$ cat src/rtl/fa_bist_pkg.sv
// fa_bist_pkg: shared states, vector count and golden full-adder model for fa_bist.
package fa_bist_pkg;
    typedef enum logic [1:0] {IDLE, SETTLE, CHECK, DONE} state_t;
    localparam int NUM_VECTORS = 8;
    function automatic logic [1:0] fa_expected(input logic a, input logic b, input logic cin);
        return {(a & b) | (a & cin) | (b & cin), a ^ b ^ cin};
    endfunction
endpackage

$ cat src/rtl/fa_bist_if.sv
// fa_bist_if: stimulus/response wires between the BIST engine and the fa cell under test.
interface fa_bist_if;
    logic A, B, Cin, S, Cout;
    modport master(output A, B, Cin, input S, Cout);
    modport slave(input A, B, Cin, output S, Cout);
endinterface

$ cat src/rtl/fa_bist.sv
// fa_bist: walks all 8 full-adder input vectors, compares against the golden model, reports results.
module fa_bist import fa_bist_pkg::*; #(
    parameter int SETTLE_CYCLES = 1,
    parameter int CNT_W = 4
) (
    input  logic             clk,
    input  logic             n_rst,
    input  logic             start,
    fa_bist_if.master        dut,
    output logic             busy,
    output logic             done,
    output logic             pass,
    output logic [CNT_W-1:0] err_count,
    output logic [2:0]       fail_vec,
    output logic             fail_valid
);
    localparam int CW = SETTLE_CYCLES < 2 ? 1 : $clog2(SETTLE_CYCLES + 1);
    localparam logic [CW-1:0] SC = CW'(SETTLE_CYCLES);
    state_t state_q, state_d;
    logic [2:0] idx_q, idx_d, fvec_q, fvec_d;
    logic [CW-1:0] cnt_q, cnt_d;
    logic [CNT_W-1:0] err_q, err_d;
    logic fval_q, fval_d, mism;
    // case-inequality so X/Z responses count as failures
    assign mism = {dut.Cout, dut.S} !== fa_expected(idx_q[2], idx_q[1], idx_q[0]);
    always_ff @(posedge clk or negedge n_rst) begin
        if (!n_rst) begin
            state_q <= IDLE;
            idx_q <= '0;
            cnt_q <= '0;
            err_q <= '0;
            fvec_q <= '0;
            fval_q <= 1'b0;
        end else begin
            state_q <= state_d;
            idx_q <= idx_d;
            cnt_q <= cnt_d;
            err_q <= err_d;
            fvec_q <= fvec_d;
            fval_q <= fval_d;
        end
    end
    always_comb begin
        state_d = state_q;
        idx_d = idx_q;
        cnt_d = cnt_q;
        err_d = err_q;
        fvec_d = fvec_q;
        fval_d = fval_q;
        case (state_q)
            IDLE, DONE: if (start) begin
                state_d = SETTLE;
                idx_d = '0;
                cnt_d = SC;
                err_d = '0;
                fvec_d = '0;
                fval_d = 1'b0;
            end
            SETTLE: if (cnt_q == CW'(1)) state_d = CHECK; else cnt_d = cnt_q - CW'(1);
            CHECK: begin
                if (mism) begin
                    err_d = &err_q ? err_q : err_q + CNT_W'(1);
                    fvec_d = fval_q ? fvec_q : idx_q;
                    fval_d = 1'b1;
                end
                if (idx_q == 3'(NUM_VECTORS - 1)) state_d = DONE;
                else begin
                    idx_d = idx_q + 3'd1;
                    cnt_d = SC;
                    state_d = SETTLE;
                end
            end
            default: state_d = IDLE;
        endcase
    end
    assign {dut.A, dut.B, dut.Cin} = idx_q;
    assign busy = state_q == SETTLE || state_q == CHECK;
    assign done = state_q == DONE;
    assign pass = done && err_q == '0;
    assign err_count = err_q;
    assign fail_vec = fvec_q;
    assign fail_valid = fval_q;
endmodule
$ cat src/flat_wrapper.sv
// flat-port wrapper written by rule: the top's interface ports become plain ports
module fa_bist_flat import fa_bist_pkg::*;
#(
    parameter int SETTLE_CYCLES = 1,
    parameter int CNT_W = 4
)
  (clk, n_rst, start, busy, done, pass, err_count, fail_vec, fail_valid, dut_A, dut_B, dut_Cin, dut_S, dut_Cout);
  fa_bist_if dut_i ();
  input  logic clk;
  input  logic n_rst;
  input  logic start;
  output logic busy;
  output logic done;
  output logic pass;
  output logic [CNT_W-1:0] err_count;
  output logic [2:0] fail_vec;
  output logic fail_valid;
  output wire logic [$bits(dut_i.A)-1:0] dut_A;
  output wire logic [$bits(dut_i.B)-1:0] dut_B;
  output wire logic [$bits(dut_i.Cin)-1:0] dut_Cin;
  input wire logic [$bits(dut_i.S)-1:0] dut_S;
  input wire logic [$bits(dut_i.Cout)-1:0] dut_Cout;
  assign dut_A = dut_i.A;
  assign dut_B = dut_i.B;
  assign dut_Cin = dut_i.Cin;
  assign dut_i.S = dut_S;
  assign dut_i.Cout = dut_Cout;
  fa_bist #(.SETTLE_CYCLES(SETTLE_CYCLES), .CNT_W(CNT_W)) u_core (.clk(clk), .n_rst(n_rst), .start(start), .dut(dut_i), .busy(busy), .done(done), .pass(pass), .err_count(err_count), .fail_vec(fail_vec), .fail_valid(fail_valid));
endmodule
$ cat config.mk
export PLATFORM = sky130hd
export DESIGN_NAME = fa_bist_flat
export DESIGN_NICKNAME = d
export VERILOG_FILES = /design/src/rtl/fa_bist_pkg.sv /design/src/rtl/fa_bist_if.sv /design/src/rtl/fa_bist.sv /design/src/flat_wrapper.sv
export SDC_FILE = /design/constraint.sdc
export NUM_CORES = 1
export LEC_CHECK = 0
export CAP_MARGIN = 20
export CELL_PAD_IN_SITES_DETAIL_PLACEMENT = 1
export CELL_PAD_IN_SITES_GLOBAL_PLACEMENT = 1
export CORE_ASPECT_RATIO = 1.75
export CORE_MARGIN = 4
export CORE_UTILIZATION = 33
export DETAILED_ROUTE_END_ITERATION = 8
export PLACE_DENSITY_LB_ADDON = 0.3
export SLEW_MARGIN = 20
export SYNTH_ARGS = -nofsm -noshare
export SYNTH_HDL_FRONTEND = slang
export SYNTH_SLANG_ARGS = --single-unit
$ cat constraint.sdc
create_clock -name clk -period 1.91 [get_ports clk]
set_input_delay 0.573 -clock clk [delete_from_list [all_inputs] [get_ports clk]]
set_output_delay 0.573 -clock clk [all_outputs]
set_load 0.01 [all_outputs]
# After elaboration in Yosys (flattened, before gate mapping)
# Index checks and enable logic that the tools add are counted.
dict set report word_totals {
  regBits 14
  input_bits 5
  output_inout_bits 14
}
dict set report classes {
  addsub 3
  eq_ne 11
  muxes 21
  n_bitwise 7
  n_reduce_logical 13
}
# op count
set op_table {}
lappend op_table {{2-to-1 mux 3 bit} 4}
lappend op_table {{2-to-1 mux 4 bit} 3}
lappend op_table {{case mux 3 bit (2 select lines)} 2}
lappend op_table {{AND reduction 4 bit} 3}
lappend op_table {{!= test 2 bit, second input constant} 4}
lappend op_table {{case mux 4 bit (2 select lines)} 1}
lappend op_table {{2-to-1 mux 2 bit} 3}
lappend op_table {{case mux 2 bit (3 select lines)} 1}
lappend op_table {{AND reduction 3 bit} 2}
lappend op_table {{2-to-1 mux 1 bit} 5}
lappend op_table {{adder 4 x 1 -> 4 bit, second input constant} 1}
lappend op_table {{== test 2 bit, second input constant} 2}
lappend op_table {{zero test 4 bit} 1}
lappend op_table {{!= test 2 x 1 -> 1 bit, second input constant} 2}
lappend op_table {{AND reduction 2 bit} 2}
lappend op_table {{adder 3 x 1 -> 3 bit, second input constant} 1}
lappend op_table {{bitwise AND 1 bit} 3}
lappend op_table {{== test 3 bit, second input constant} 1}
lappend op_table {{case mux 1 bit (3 select lines)} 1}
lappend op_table {{== test 2 x 1 -> 1 bit, second input constant} 1}
lappend op_table {{zero test 2 bit} 1}
lappend op_table {{!== test 2 bit} 1}
lappend op_table {{bitwise OR 1 bit} 2}
lappend op_table {{case mux 1 bit (2 select lines)} 1}
lappend op_table {{6 further kinds} 7}

# Depth between registers and ports, before layout
dict set report logic_depth {
  word_depth 6
  mapped_depth 6
}

# Least setup slack after synthesis
# OpenSTA, ideal clock, no wires.
dict set report synth_timing {
  path_kind {register to register}
  from {register u_core.idx_q[0]}
  to {register u_core.err_q[0], in the netlist u_core.err_count[0]}
  arrival_time_ns 1.862
  required_time_ns 1.841
  setup_slack_ns -0.021
  path_stages_with_launch 6
  n_path_buf 0
  synth_period_minus_slack_ns 1.931
  cell_sequence {dfrtp_1 > fa_1 > xnor2_1 > a21bo_1 > or4b_1 > nand3_1}
}
dict set report synth_between {
  elab_chain_len 6
}
# item line
set synth_lines {}
lappend synth_lines {{start, declared} fa_bist.sv:20} ;# logic [2:0] idx_q, idx_d, fvec_q, fvec_d;
lappend synth_lines {{start signal, assigned} fa_bist.sv:36} ;# idx_q <= idx_d;
lappend synth_lines {{bitwise AND 1 bit} fa_bist_pkg.sv:6} ;# return {(a & b) | (a & cin) | (b & cin), a ^ b ^ cin};
lappend synth_lines {{bitwise OR 1 bit (2 in a row)} fa_bist_pkg.sv:6}
lappend synth_lines {{!== test 2 bit *} fa_bist.sv:25} ;# assign mism = {dut.Cout, dut.S} !== fa_expected(idx_q[2], idx_q[1], idx_q[0]);
lappend synth_lines {{!= test 2 x 1 -> 1 bit (no source line) *} --}
lappend synth_lines {{AND reduction 4 bit (no source line) *} --}
lappend synth_lines {{end signal, assigned} fa_bist.sv:38} ;# err_q <= err_d;
lappend synth_lines {{end, declared} fa_bist.sv:22} ;# logic [CNT_W-1:0] err_q, err_d;
# Mark *: on every way between the ends. The rest lies on a longest branch, timed or not.
# A chain may end at the register's enable or synchronous reset.

# Worst setup path after layout
# Ends and elaborated chain as after synthesis.

==> impl_metrics.json <==
{
  "outcome": "finished, final reports clean",
  "first_pass_iters": 3,
  "place_congestion": 0.821,
  "drt_iter0_markers": 10,
  "final_layout_size_suffix_gt1_share_pct": 24.6,
  "syn-num-nets": 102,
  "tightest_slew_ps": 632,
  "final_util_pct": 50.6,
  "maxCapViolCount": 0,
  "io_pins": 19,
  "post_drt_via_cell_ratio": 5.38,
  "cts_num_sinks": 14,
  "dieHeight_um": 75.1,
  "power_density_nw_per_um2": 1340,
  "synth-edff-count": 0,
  "r2r_setup_slack_ps": 30,
  "cp_data_required_time_ps": 2090,
  "netlist.area_leader.share_pct": 41.2,
  "hold_buffers": 0,
  "synth_flop_cell": "dfrtp_1",
  "antenna_found_initial": 0,
  "yosysWarningCount": 0,
  "die_x_um": 46.4,
  "syn_area_um2": 850,
  "reg2reg_depth": 5,
  "dpl.hpwl_um": 2000,
  "root_buffer": "clkbuf_8",
  "ys_ff_latch": 14,
  "seq_area_frac_synth_pct": 41.2,
  "comb_power_share_pct": 60.2,
  "crit_fanout": 3,
  "antenna_left": 0,
  "start_util_pct": 34.1,
  "tritoncts": "built",
  "core_area_um2": 2490,
  "rows": 24,
  "wirelength_um": 2490,
  "power_uw": 1690,
  "cts_max_path_buffers": 2,
  "crit_end": "u_core.err_count[0]",
  "cp-end-kind": "register",
  "swShare_pct": 41.0,
  "relSlewSlack_pct": 57.6,
  "startpoint": "u_core.idx_q[0]",
  "hold_viol_final": 0,
  "power_switching_uw": 693,
  "wl_per_cell_um": 15.9,
  "clkPwrFrac_pct": 15.0,
  "min_from": "u_core.cnt_q",
  "yosysTopAreaCell": "dfrtp_1",
  "internal_power_uw": 999,
  "yosys-top-cells-area": "dfrtp_1, ha_1, a22o_1",
  "yosysMostFrequentCell": "dfrtp_1",
  "area_growth_pct": 48.3,
  "io_buffers": 18,
  "path_clk_slew_ps": 70,
  "crit_type": "register to register",
  "post-route-period-util_pct": 98.7,
  "n_antenna_cell": 0,
  "syn-instance-count": 89,
  "rsz0062_at_grt": "true",
  "synth_common_cells": "dfrtp_1, nand2_1, ha_1",
  "setup_viol": 0,
  "vias": 840,
  "grt_pass1_wl_um": 4120,
  "die_area_um2": 3480,
  "overflow": 0,
  "cp-start-kind": "register",
  "syn_avg_cell_area_um2": 9.55,
  "clk_latency_ps": 250,
  "h-tree-depth": 1,
  "hp-class": "register to register",
  "drc_errors": 0,
  "synth-async-reset-ratio_pct": 100,
  "r2r-end": "u_core.err_count[0]",
  "worst_slack_ps": 25.3,
  "synth.distinct_cells": 28,
  "maxSlewViolCount": 0,
  "irDropWorstVdd_mv": 0.573,
  "leakage_uw": 0.000602,
  "r2r_start": "u_core.idx_q[0]",
  "fin_nets": 144,
  "arrival_ps": 2070,
  "grt_pass1_vias": 949,
  "fin_skew_ps": 9.43,
  "period_needed_ps": 1880,
  "grt_use_total_pct": 16.2,
  "dp_slack_ps": -141,
  "cts_buffers": 3,
  "power_frac_seq_pct": 24.7,
  "grt_start_max_net_pins": 15,
  "fmax_mhz": 531
}
## timing repair
| item | CTS | global route |
|---|---|---|
| setup endpoints to repair | 3 | 9 |
| resized for setup | 8 | 5 |
| buffers inserted | 0 | 0 |
## power groups by stage
stage	Combinational, uW	Clock, uW	Sequential (uW)
2_1_floorplan	470	0	456
3_5_place_dp	1040	0	425
4_1_cts	1030	262	420
5_1_grt	1140	271	427
6_report	1020	255	419
3_3_place_gp	1000	0	420
## final cells by class
cell class,count,area [um^2]
sequential,14,352
tap,26,32.5
inverter,6,22.5
timing repair buffer,39,327
clock buffer,4,45.0
multi-input combinational,67,482
fill,306,1230
## layer usage
layer	vias to the layer above	track usage (%)	wire length (um)
met5	-	0	0
met1	420	17.8	961
li1	403	-	-
met2	15	30.8	1440
met3	2	2.15	73
met4	0	4.43	14
## sequential cells by signal, summed over array words and instances (netlist names)
| name | flops |
|---|---|
| u_core.fail_vec | 3 |
| u_core.err_count | 4 |
| u_core.fail_valid | 1 |
| u_core.cnt_q | 1 |
| u_core.state_q | 2 |
| u_core.idx_q | 3 |
## per-stage QoR
step                hold slack [ps]  setup TNS [ps]  std cells  cell area (um^2)
floorplan                       277               0         89               851
global placement                485            -204        152              1210
detailed placement              495            -398        152              1210
CTS                             510               0        156              1260
global route                    545            -201        156              1260
finish                          507               0        156              1260
## critical path, cell delays in order (launching register included)
cell,delay [ps]
dfrtp_2,420
fa_1,480
xnor2_1,170
a21bo_1,210
or4b_1,460
nand3_1,90
## worst min path at each step
| stage | end | slack, ps | cells past startpoint |
|---|---|---|---|
| 2_1_floorplan | u_core.cnt_q | 280 | 0 |
| 3_3_place_gp | u_core.cnt_q | 490 | 1 |
| 6_report | u_core.cnt_q | 510 | 1 |
| 3_5_place_dp | u_core.cnt_q | 500 | 1 |
| 4_1_cts | u_core.cnt_q | 510 | 1 |
| 5_1_grt | u_core.cnt_q | 540 | 1 |
## cell families after synthesis
logic type / share of synthesized area [%]
simple gates: 18.6
compound gates: 19.4
flops: 41.2
buf+inv: 3.53
fa+ha+maj: 12.7
xor+xnor: 2.06
mux: 2.50
## layout by cell type (no fill, tap or decap), types with 2 or more instances in the layout
master	n
nand3_1	3
buf_4	21
ha_1	6
xnor2_1	2
nor3_1	3
and3_1	2
a21oi_1	5
inv_1	5
a22o_1	5
dfrtp_1	13
nand4_1	3
nor2_1	5
o211ai_1	4
o21ai_0	4
clkbuf_8	3
clkdlybuf4s50_1	15
nand2_1	10
Note: power is estimated with default switching activity, not from simulation.
